### config.mk
export PLATFORM = sky130hd
export DESIGN_NAME = dma_xfer_engine_flat
export DESIGN_NICKNAME = d
export VERILOG_FILES = /design/src/rtl/dma_xfer_engine_if.sv /design/src/rtl/dma_xfer_engine.sv /design/src/flat_wrapper.sv
export SDC_FILE = /design/constraint.sdc
export NUM_CORES = 1
export LEC_CHECK = 0
export ABC_AREA = 0
export ABC_CLOCK_PERIOD_IN_PS = 7100
export BUFFER_PORTS_ARGS = -buffer_cell sky130_fd_sc_hd__buf_2
export CELL_PAD_IN_SITES_DETAIL_PLACEMENT = 2
export CELL_PAD_IN_SITES_GLOBAL_PLACEMENT = 2
export CORE_ASPECT_RATIO = 0.8
export CORE_MARGIN = 10
export CORE_UTILIZATION = 40
export DETAILED_ROUTE_END_ITERATION = 8
export HOLD_SLACK_MARGIN = 0.1
export PLACE_DENSITY = 0.94
export SYNTH_ARGS = -nofsm -noshare
export SYNTH_HDL_FRONTEND = slang
export SYNTH_SLANG_ARGS = --single-unit
### constraint.sdc
create_clock -name clk -period 7.1 [get_ports clk]
set_input_delay 1.775 -clock clk [delete_from_list [all_inputs] [get_ports clk]]
set_output_delay 1.775 -clock clk [all_outputs]
set_load 0.05 [all_outputs]
### src/rtl/dma_xfer_engine_if.sv
// Descriptor, read-request/response and write buses of the DMA transfer engine.
// The engine side uses the master modport; the memory/host side uses slave.
// DMA_XFER_ENGINE_ABORT_EN adds the abort input.
interface dma_xfer_engine_if #(
  parameter int ADDR_WIDTH = 32,
  parameter int DATA_WIDTH = 32,
  parameter int LEN_WIDTH  = 16
);
  logic                  desc_valid;
  logic                  desc_ready;
  logic [ADDR_WIDTH-1:0] desc_src;
  logic [ADDR_WIDTH-1:0] desc_dst;
  logic [LEN_WIDTH-1:0]  desc_len;
  logic                  rd_req_valid;
  logic                  rd_req_ready;
  logic [ADDR_WIDTH-1:0] rd_req_addr;
  logic                  rd_rsp_valid;
  logic [DATA_WIDTH-1:0] rd_rsp_data;
  logic                  wr_valid;
  logic                  wr_ready;
  logic [ADDR_WIDTH-1:0] wr_addr;
  logic [DATA_WIDTH-1:0] wr_data;
  logic                  busy;
  logic                  done;
  logic                  err;
`ifdef DMA_XFER_ENGINE_ABORT_EN
  logic                  abort;
`endif

  modport master (
`ifdef DMA_XFER_ENGINE_ABORT_EN
    input  abort,
`endif
    input  desc_valid, desc_src, desc_dst, desc_len,
    output desc_ready,
    output rd_req_valid, rd_req_addr,
    input  rd_req_ready, rd_rsp_valid, rd_rsp_data,
    output wr_valid, wr_addr, wr_data,
    input  wr_ready,
    output busy, done, err
  );

  modport slave (
`ifdef DMA_XFER_ENGINE_ABORT_EN
    output abort,
`endif
    output desc_valid, desc_src, desc_dst, desc_len,
    input  desc_ready,
    input  rd_req_valid, rd_req_addr,
    output rd_req_ready, rd_rsp_valid, rd_rsp_data,
    input  wr_valid, wr_addr, wr_data,
    output wr_ready,
    input  busy, done, err
  );
endinterface

### src/rtl/dma_xfer_engine.sv
// Single-channel memory-to-memory DMA engine. One descriptor at a time:
// in-order single-word reads into a small FIFO, single-word writes out of it.
// Reads are credited so outstanding + buffered never exceeds FIFO_DEPTH,
// which is why responses never need back-pressure.
// Optional: DMA_XFER_ENGINE_ABORT_EN adds a sticky abort path.
module dma_xfer_engine #(
  parameter int ADDR_WIDTH = 32,
  parameter int DATA_WIDTH = 32,
  parameter int LEN_WIDTH  = 16,
  parameter int FIFO_DEPTH = 4
) (
  input logic clk,
  input logic rst_n,
  dma_xfer_engine_if.master bus
);
  localparam int CW = $clog2(FIFO_DEPTH) + 1;
  localparam int PW = $clog2(FIFO_DEPTH);
  localparam logic [ADDR_WIDTH-1:0] STEP = ADDR_WIDTH'(DATA_WIDTH / 8);

  typedef enum logic [1:0] {IDLE, RUN, FIN} state_t;

  state_t                state, state_nxt;
  logic                  up_q;
  logic                  err_q, err_nxt;
  logic                  ab_q;
  logic [ADDR_WIDTH-1:0] rd_addr, wr_addr_q;
  logic [LEN_WIDTH-1:0]  rd_left, wr_left;
  logic [CW-1:0]         outst, out_nxt, cnt;
  logic [PW-1:0]         wp, rp;
  logic [DATA_WIDTH-1:0] mem [FIFO_DEPTH];
  logic                  accept, rd_fire, rsp_acc, push, wr_fire;

  assign bus.desc_ready   = (state == IDLE) && up_q;
  assign accept           = bus.desc_ready && bus.desc_valid;
  assign bus.rd_req_valid = (state == RUN) && !ab_q && (rd_left != '0) &&
                            ((outst + cnt) < CW'(FIFO_DEPTH));
  assign bus.rd_req_addr  = rd_addr;
  assign rd_fire          = bus.rd_req_valid && bus.rd_req_ready;
  // Stray responses (nothing outstanding) are dropped; during abort they are
  // still counted off but not buffered.
  assign rsp_acc          = (state == RUN) && bus.rd_rsp_valid && (outst != '0);
  assign push             = rsp_acc && !ab_q;
  assign bus.wr_valid     = (state == RUN) && !ab_q && (cnt != '0);
  assign bus.wr_addr      = wr_addr_q;
  assign bus.wr_data      = bus.wr_valid ? mem[rp] : '0;
  assign wr_fire          = bus.wr_valid && bus.wr_ready;
  assign out_nxt          = outst + CW'(rd_fire) - CW'(rsp_acc);
  assign bus.busy         = (state != IDLE);
  assign bus.done         = (state == FIN);
  assign bus.err          = (state == FIN) && err_q;

`ifdef DMA_XFER_ENGINE_ABORT_EN
  // Sticky abort: armed by abort in RUN, cleared on the way out through FIN.
  always_ff @(posedge clk or negedge rst_n) begin
    if (!rst_n)                         ab_q <= 1'b0;
    else if (state == FIN)              ab_q <= 1'b0;
    else if (state == RUN && bus.abort) ab_q <= 1'b1;
  end
`else
  assign ab_q = 1'b0;
`endif

  // Next state and completion status.
  always_comb begin
    state_nxt = state;
    err_nxt   = err_q;
    case (state)
      IDLE: if (accept) begin
        err_nxt   = (bus.desc_len == '0);
        state_nxt = (bus.desc_len == '0) ? FIN : RUN;
      end
      RUN: begin
        if (wr_fire && wr_left == LEN_WIDTH'(1)) begin
          state_nxt = FIN;
          err_nxt   = 1'b0;
        end else if (ab_q && out_nxt == '0) begin
          state_nxt = FIN;
          err_nxt   = 1'b1;
        end
      end
      FIN:     state_nxt = IDLE;
      default: state_nxt = IDLE;
    endcase
  end

  // State register, address/length counters and FIFO bookkeeping.
  always_ff @(posedge clk or negedge rst_n) begin
    if (!rst_n) begin
      state     <= IDLE;
      up_q      <= 1'b0;
      err_q     <= 1'b0;
      rd_addr   <= '0;
      wr_addr_q <= '0;
      rd_left   <= '0;
      wr_left   <= '0;
      outst     <= '0;
      cnt       <= '0;
      wp        <= '0;
      rp        <= '0;
    end else begin
      up_q  <= 1'b1;
      state <= state_nxt;
      err_q <= err_nxt;
      outst <= out_nxt;
      if (accept) begin
        rd_addr   <= bus.desc_src;
        wr_addr_q <= bus.desc_dst;
        rd_left   <= bus.desc_len;
        wr_left   <= bus.desc_len;
      end
      if (rd_fire) begin
        rd_addr <= rd_addr + STEP;
        rd_left <= rd_left - LEN_WIDTH'(1);
      end
      if (wr_fire) begin
        wr_addr_q <= wr_addr_q + STEP;
        wr_left   <= wr_left - LEN_WIDTH'(1);
        rp        <= rp + PW'(1);
      end
      if (push) wp <= wp + PW'(1);
      cnt <= cnt + CW'(push) - CW'(wr_fire);
      // Abort discards whatever is buffered.
      if (ab_q) begin
        cnt <= '0;
        wp  <= '0;
        rp  <= '0;
      end
    end
  end

  // FIFO storage; contents are don't-care until counted valid.
  always_ff @(posedge clk) begin
    if (push) mem[wp] <= bus.rd_rsp_data;
  end
endmodule

### src/flat_wrapper.sv
// flat-port wrapper written by rule: the top's interface ports become plain ports
module dma_xfer_engine_flat 
#(
  parameter int ADDR_WIDTH = 32,
  parameter int DATA_WIDTH = 32,
  parameter int LEN_WIDTH  = 16,
  parameter int FIFO_DEPTH = 4
)
  (clk, rst_n, bus_desc_valid, bus_desc_src, bus_desc_dst, bus_desc_len, bus_desc_ready, bus_rd_req_valid, bus_rd_req_addr, bus_rd_req_ready, bus_rd_rsp_valid, bus_rd_rsp_data, bus_wr_valid, bus_wr_addr, bus_wr_data, bus_wr_ready, bus_busy, bus_done, bus_err);
  dma_xfer_engine_if #(.ADDR_WIDTH(ADDR_WIDTH), .DATA_WIDTH(DATA_WIDTH), .LEN_WIDTH(LEN_WIDTH)) bus_i ();
  input logic clk;
  input logic rst_n;
  input wire logic [$bits(bus_i.desc_valid)-1:0] bus_desc_valid;
  input wire logic [$bits(bus_i.desc_src)-1:0] bus_desc_src;
  input wire logic [$bits(bus_i.desc_dst)-1:0] bus_desc_dst;
  input wire logic [$bits(bus_i.desc_len)-1:0] bus_desc_len;
  output wire logic [$bits(bus_i.desc_ready)-1:0] bus_desc_ready;
  output wire logic [$bits(bus_i.rd_req_valid)-1:0] bus_rd_req_valid;
  output wire logic [$bits(bus_i.rd_req_addr)-1:0] bus_rd_req_addr;
  input wire logic [$bits(bus_i.rd_req_ready)-1:0] bus_rd_req_ready;
  input wire logic [$bits(bus_i.rd_rsp_valid)-1:0] bus_rd_rsp_valid;
  input wire logic [$bits(bus_i.rd_rsp_data)-1:0] bus_rd_rsp_data;
  output wire logic [$bits(bus_i.wr_valid)-1:0] bus_wr_valid;
  output wire logic [$bits(bus_i.wr_addr)-1:0] bus_wr_addr;
  output wire logic [$bits(bus_i.wr_data)-1:0] bus_wr_data;
  input wire logic [$bits(bus_i.wr_ready)-1:0] bus_wr_ready;
  output wire logic [$bits(bus_i.busy)-1:0] bus_busy;
  output wire logic [$bits(bus_i.done)-1:0] bus_done;
  output wire logic [$bits(bus_i.err)-1:0] bus_err;
  assign bus_i.desc_valid = bus_desc_valid;
  assign bus_i.desc_src = bus_desc_src;
  assign bus_i.desc_dst = bus_desc_dst;
  assign bus_i.desc_len = bus_desc_len;
  assign bus_desc_ready = bus_i.desc_ready;
  assign bus_rd_req_valid = bus_i.rd_req_valid;
  assign bus_rd_req_addr = bus_i.rd_req_addr;
  assign bus_i.rd_req_ready = bus_rd_req_ready;
  assign bus_i.rd_rsp_valid = bus_rd_rsp_valid;
  assign bus_i.rd_rsp_data = bus_rd_rsp_data;
  assign bus_wr_valid = bus_i.wr_valid;
  assign bus_wr_addr = bus_i.wr_addr;
  assign bus_wr_data = bus_i.wr_data;
  assign bus_i.wr_ready = bus_wr_ready;
  assign bus_busy = bus_i.busy;
  assign bus_done = bus_i.done;
  assign bus_err = bus_i.err;
  dma_xfer_engine #(.ADDR_WIDTH(ADDR_WIDTH), .DATA_WIDTH(DATA_WIDTH), .LEN_WIDTH(LEN_WIDTH), .FIFO_DEPTH(FIFO_DEPTH)) u_core (.clk(clk), .rst_n(rst_n), .bus(bus_i));
endmodule
* Word level (Yosys, flattened, before mapping)
Memories as Yosys holds them, arrays and structs flattened. Index checks and enable logic that the tools add are counted.
Operators by class: $add $sub $neg 11, multiply operators 0, div/mod/pow operators 0, magnitude comparators 1, equal/unequal tests 5, shifts and indexed selects 0, mux-type cells 17, bitwise operators 0, reductions and logical operators 22
Operators by type and width (number):
- 32-bit two-way mux | 5
- 32-bit by 3-bit adder with 32-bit output (second input constant) | 2
- 16-bit two-way mux | 3
- 16-bit by 1-bit subtractor with 16-bit output (second input constant) | 2
- 16-bit by 1-bit equality test with 1-bit output (second input constant) | 1
- 16-bit zero test | 1
- 16-bit nonzero test | 1
- 1-bit logical AND | 11
- 2-bit nonzero test | 4
- 3-bit by 1-bit adder with 3-bit output | 2
- 2-bit two-way mux | 3
- 3-bit nonzero test | 2
- 3-bit by 1-bit subtractor with 3-bit output | 2
- 2-bit by 1-bit adder with 2-bit output (second input constant) | 2
- 1-bit two-way mux | 4
- 2-bit one-hot mux with 2 select lines | 1
- 3-bit adder | 1
- 3-bit < comparator (second input constant) | 1
- 3-bit AND reduction | 1
- 2-bit by 1-bit equality test with 1-bit output (second input constant) | 1
- 2-bit equality test (second input constant) | 1
- 2-bit zero test | 1
- 2-bit by 1-bit inequality test with 1-bit output (second input constant) | 1
- 2-bit inequality test (second input constant) | 1
- 2 further kinds | 2
Word-level totals: flip-flop bits (word level) 110, latch bits 0, bits in writable memories 128, bits in read-only memories 0, input port bits 118, memories kept 1
Memories:
- u_core.mem | depth 4, width 32, rd ports 1, clocked after memory_dff 0, write ports 1, line dma_xfer_engine.sv:30 | logic [DATA_WIDTH-1:0] mem [FIFO_DEPTH];

* Longest topological paths before layout
depth after elaboration 6, gate-level depth with buffers 11

* Worst setup path before layout
Ideal clock, no wire load.
path kind reg-to-output, start point register u_core.rp[0], end point output bus_wr_data[10], arrival 2.079 ns, setup slack 3.246 ns, stages on the path, launching flop included 5, path buffers 2, cells stage by stage dfrtp_1 > clkbuf_1 > buf_1 > mux4_2 > and3_1
Between the ends: longest elaborated chain between the ends 2
Ends and longest elaborated chain:
- start, declared | line dma_xfer_engine.sv:29 | logic [PW-1:0] wp, rp;
- start signal, assigned | line dma_xfer_engine.sv:118 | rp <= rp + PW'(1);
- memory read 4 x 32 bit
- 32-bit two-way mux | line dma_xfer_engine.sv:45 | assign bus.wr_data = bus.wr_valid ? mem[rp] : '0;
- end, declared | line flat_wrapper.sv:25 | output wire logic [$bits(bus_i.wr_data)-1:0] bus_wr_data;
No other way between the ends.

* Worst setup path after layout
start point register u_core.rd_left[2], end point output bus_rd_req_valid
Between the ends: longest elaborated chain between the ends 3
Ends and longest elaborated chain:
- start, declared | line dma_xfer_engine.sv:27 | logic [LEN_WIDTH-1:0] rd_left, wr_left;
- start signal, assigned | line dma_xfer_engine.sv:108 | rd_left <= bus.desc_len;
- start signal, assigned | line dma_xfer_engine.sv:113 | rd_left <= rd_left - LEN_WIDTH'(1);
- 16-bit nonzero test | line dma_xfer_engine.sv:35 | assign bus.rd_req_valid = (state == RUN) && !ab_q && (rd_left != '0) &&
- 1-bit logical AND (2 in a row) | line dma_xfer_engine.sv:35
- end, declared | line flat_wrapper.sv:18 | output wire logic [$bits(bus_i.rd_req_valid)-1:0] bus_rd_req_valid;
No other way between the ends.

==> impl_metrics.toml <==
[drt]
first_iter_violations = 642
avgViaCountPerCell = 6.08
routed_wl_mm = 43.6
ant_nets = 0
route.vias.total = 9144
firstDrtPassIters = 4
post_drt_wl_per_cell_um = 29.0
detail_route.drc_violations = 0

[synthesis]
netlist_instances = 902
synth_cell_types = 65
yosys.area.top_type = "edfxtp_1"
seq_area_frac_synth_pct = 58.7
synth_common_cells = "edfxtp_1 (128), nand2_1 (115), dfrtp_1 (110)"
ys_warn_count = 0
yosysMostFrequentCell = "edfxtp_1"
ys_top_cells_by_area = "edfxtp_1 (34%), dfrtp_1 (25%), mux4_2 (6.4%), nand2_1 (3.8%), o211ai_1 (2.7%)"
async_flop_share_pct = 46.2
synth-edff-count = 128
synthFlopType = "edfxtp_1"
synth_top_area_share_pct = 34.2
syn_area_um2 = 11200
synth-seq-cells = 238
synth_nets = 1036
syn_avg_cell_area_um2 = 12.4

[place]
dp_hpwl_mm = 29.6
place.gp.congestion = 0.840
dp.cells = 1452
dp_slack_ps = 3120
port_buffers = 219

[sta]
worst_pin_slew_ps = 1020
layout_min_cycle_time_ps = 4470
final.setup_skew_ps = 27.9
fin_ws_ps = 2630
holdWs_ps = 476
hold_viol = 0
rsz0062_at_grt = "no"
max_slew_margin_pct = 31.4
final.setup.tns_ps = 0
setup_viol = 0
final_max_slew_viol_count = 0
final.period_utilization_pct = 63.0
fmax_ghz = 0.224

[setup_path]
arrival_ps = 2700
setup.worst_path.class = "register to primary output"
required_ps = 5330
cp_slowest_stage_delay_ps = 520
cp_top_family = "simple AND/OR/NAND/NOR gates"
critPathMaxFanout = 8
r2r_cells = 6
path_cells = "nor3_2 -> nand4_1 -> o311a_1 -> buf_2"
crit_slowest_cell = "o311a_1"
path_buf_inv = 1
worst_setup_path_start_kind = "register"
crit_cells = 4
cp-end-kind = "primary output"
r2r_setup_slack_ps = 3750

[cells_and_area]
drive_gt1_share_pct = 28.6
stdcell_count = 1503
area_growth_pct = 21.3
final_nets = 1250
fin_util_pct = 49.7

[cts]
cts.sinks = 238
root_buffer = "clkbuf_16"
hold_buffers = 0
cts_max_path_buffers = 3
cts_resized = 0
h-tree-depth = 1
post_cts_buffers = 0
worst_skew_pair.late_latency_ps = 570
cts_buffers = 26
cts_tree = "done"
clk_pin_slew_worst_paths_ps = 60

[power]
switching_share_pct = 47.4
pwr-share-seq_pct = 33.6
p_per_area_nw_per_um2 = 509
p_int_mw = 3.65
p_leak_nw = 5.43
p_sw_mw = 3.29
p_comb_share_pct = 45.3
ir_drop_mv = 0.323
clockPowerShare_pct = 21.1

[die]
die_y_um = 170
coreArea_um2 = 27400
io_pins = 220
die-area_um2 = 35200
rows = 54
die_w_um = 207
initial_core_util_pct = 40.9

[hold_path]
hold_depth = 2
hp-class = "register to register"

[global_route]
grt.total_usage_pct = 23.9
grt_max_degree = 86
grt_first_pass_wirelength_mm = 66.4
antenna_found_initial = 3
overflow = 0
first_global_vias = 10325

[job]
cap_violations = 0

[status]
outcome = "completed"
==> registers in the layout, indices dropped and copies added, names as in the netlist <==
name	cells
u_core.mem	128
u_core.wp	2
u_core.bus.rd_req_addr	32
u_core.bus.wr_addr	32
u_core.wr_left	16
u_core.outst	3
u_core.rd_left	16
u_core.rp	2
u_core.cnt	3
u_core.state	2
u_core.err_q	1
u_core.up_q	1
==> final timing paths <==
path                                                            start                                endpoint
worst max-delay path                    u_core.rd_left[2]$_DFFE_PN0P_                        bus_rd_req_valid
worst min-delay path            u_core.bus.rd_req_addr[0]$_DFFE_PN0P_   u_core.bus.rd_req_addr[0]$_DFFE_PN0P_
worst max register to register            u_core.state[0]$_DFFE_PN0P_       u_core.bus.wr_addr[8]$_DFFE_PN0P_
worst min register to register  u_core.bus.rd_req_addr[0]$_DFFE_PN0P_   u_core.bus.rd_req_addr[0]$_DFFE_PN0P_
max in group asynchronous                                       rst_n                u_core.rp[1]$_DFFE_PN0P_
min in group asynchronous                                       rst_n  u_core.bus.rd_req_addr[31]$_DFFE_PN0P_
==> power groups by stage <==
stage               combinational (mW)  clock, mW  sequential [mW]
floorplan                         1.77          0             2.67
global placement                  2.94          0             2.26
detailed placement                3.11          0             2.33
CTS                               3.17       1.48             2.32
global route                      3.32       1.54             2.39
finish                            3.14       1.46             2.33
==> cell families (layout without fill, tap and decap cells) <==
kind of cell | count (synthesis) | after routing | synth area share (%)
buffers and inverters | 80 | 313 | 2.82
AO/OA/AOI/OAI | 155 | 155 | 11.1
flip-flops | 238 | 238 | 58.7
multiplexers | 56 | 56 | 8.65
AND/OR/NAND/NOR | 347 | 347 | 16.0
adder cells (fa/ha/maj) | 16 | 16 | 1.92
XOR/XNOR | 9 | 9 | 0.702
other | 1 | 5 | 0.0334
==> worst min-delay path, delay by kind of cell (launching register included) <==
family | cells | cell delay [ps]
and+or+nand+nor | 2 | 100
DFF | 1 | 340
==> per-layer routing <==
metal  global-route usage [%]  routed length (um)
met2                     42.1               22300
met1                     28.4               17300
met3                     4.92                2290
met5                        0                   0
met4                     9.09                1680
==> stage by stage <==
stage | instance area (um2) | total power [mW]
finish | 13600 | 6.94
global route | 13600 | 7.25
CTS | 13600 | 6.97
detailed placement | 12700 | 5.44
global placement | 12700 | 5.20
floorplan | 11200 | 4.44
==> final cells by class <==
cell class	count	area, um2
multi-input cells	584	4320
clock buffers	35	726
flip-flops and latches	238	6600
repair buffers	232	1200
diodes	4	10.0
inverters	34	128
well taps	364	455
clock inverters	12	186
fillers	2776	13800
==> cells in the final DEF, fill, tap and decap left out, drive strengths merged, types with 3 or more instances in the layout <==
cell / netlist / routed
a21o: 8 / 8
a21oi: 5 / 5
a221o: 16 / 16
a22oi: 6 / 6
a31o: 3 / 3
a32oi: 3 / 3
and2: 11 / 11
and3: 40 / 40
and4: 3 / 3
buf: 16 / 232
bufinv: 0 / 4
clkbuf: 30 / 35
clkinv: 0 / 8
dfrtp: 110 / 110
diode: 0 / 4
edfxtp: 128 / 128
ha: 14 / 14
inv: 34 / 34
mux2: 5 / 5
mux2i: 19 / 19
mux4: 32 / 32
nand2: 115 / 115
nand3: 44 / 44
nand4: 20 / 20
nor2: 27 / 27
nor3: 16 / 16
nor3b: 3 / 3
nor4: 20 / 20
o211ai: 42 / 42
o21ai: 17 / 17
o311ai: 33 / 33
o31a: 5 / 5
o41ai: 3 / 3
or2: 7 / 7
or3: 14 / 14
or4: 17 / 17
xnor2: 7 / 7
(Power assumes the default switching activity.)
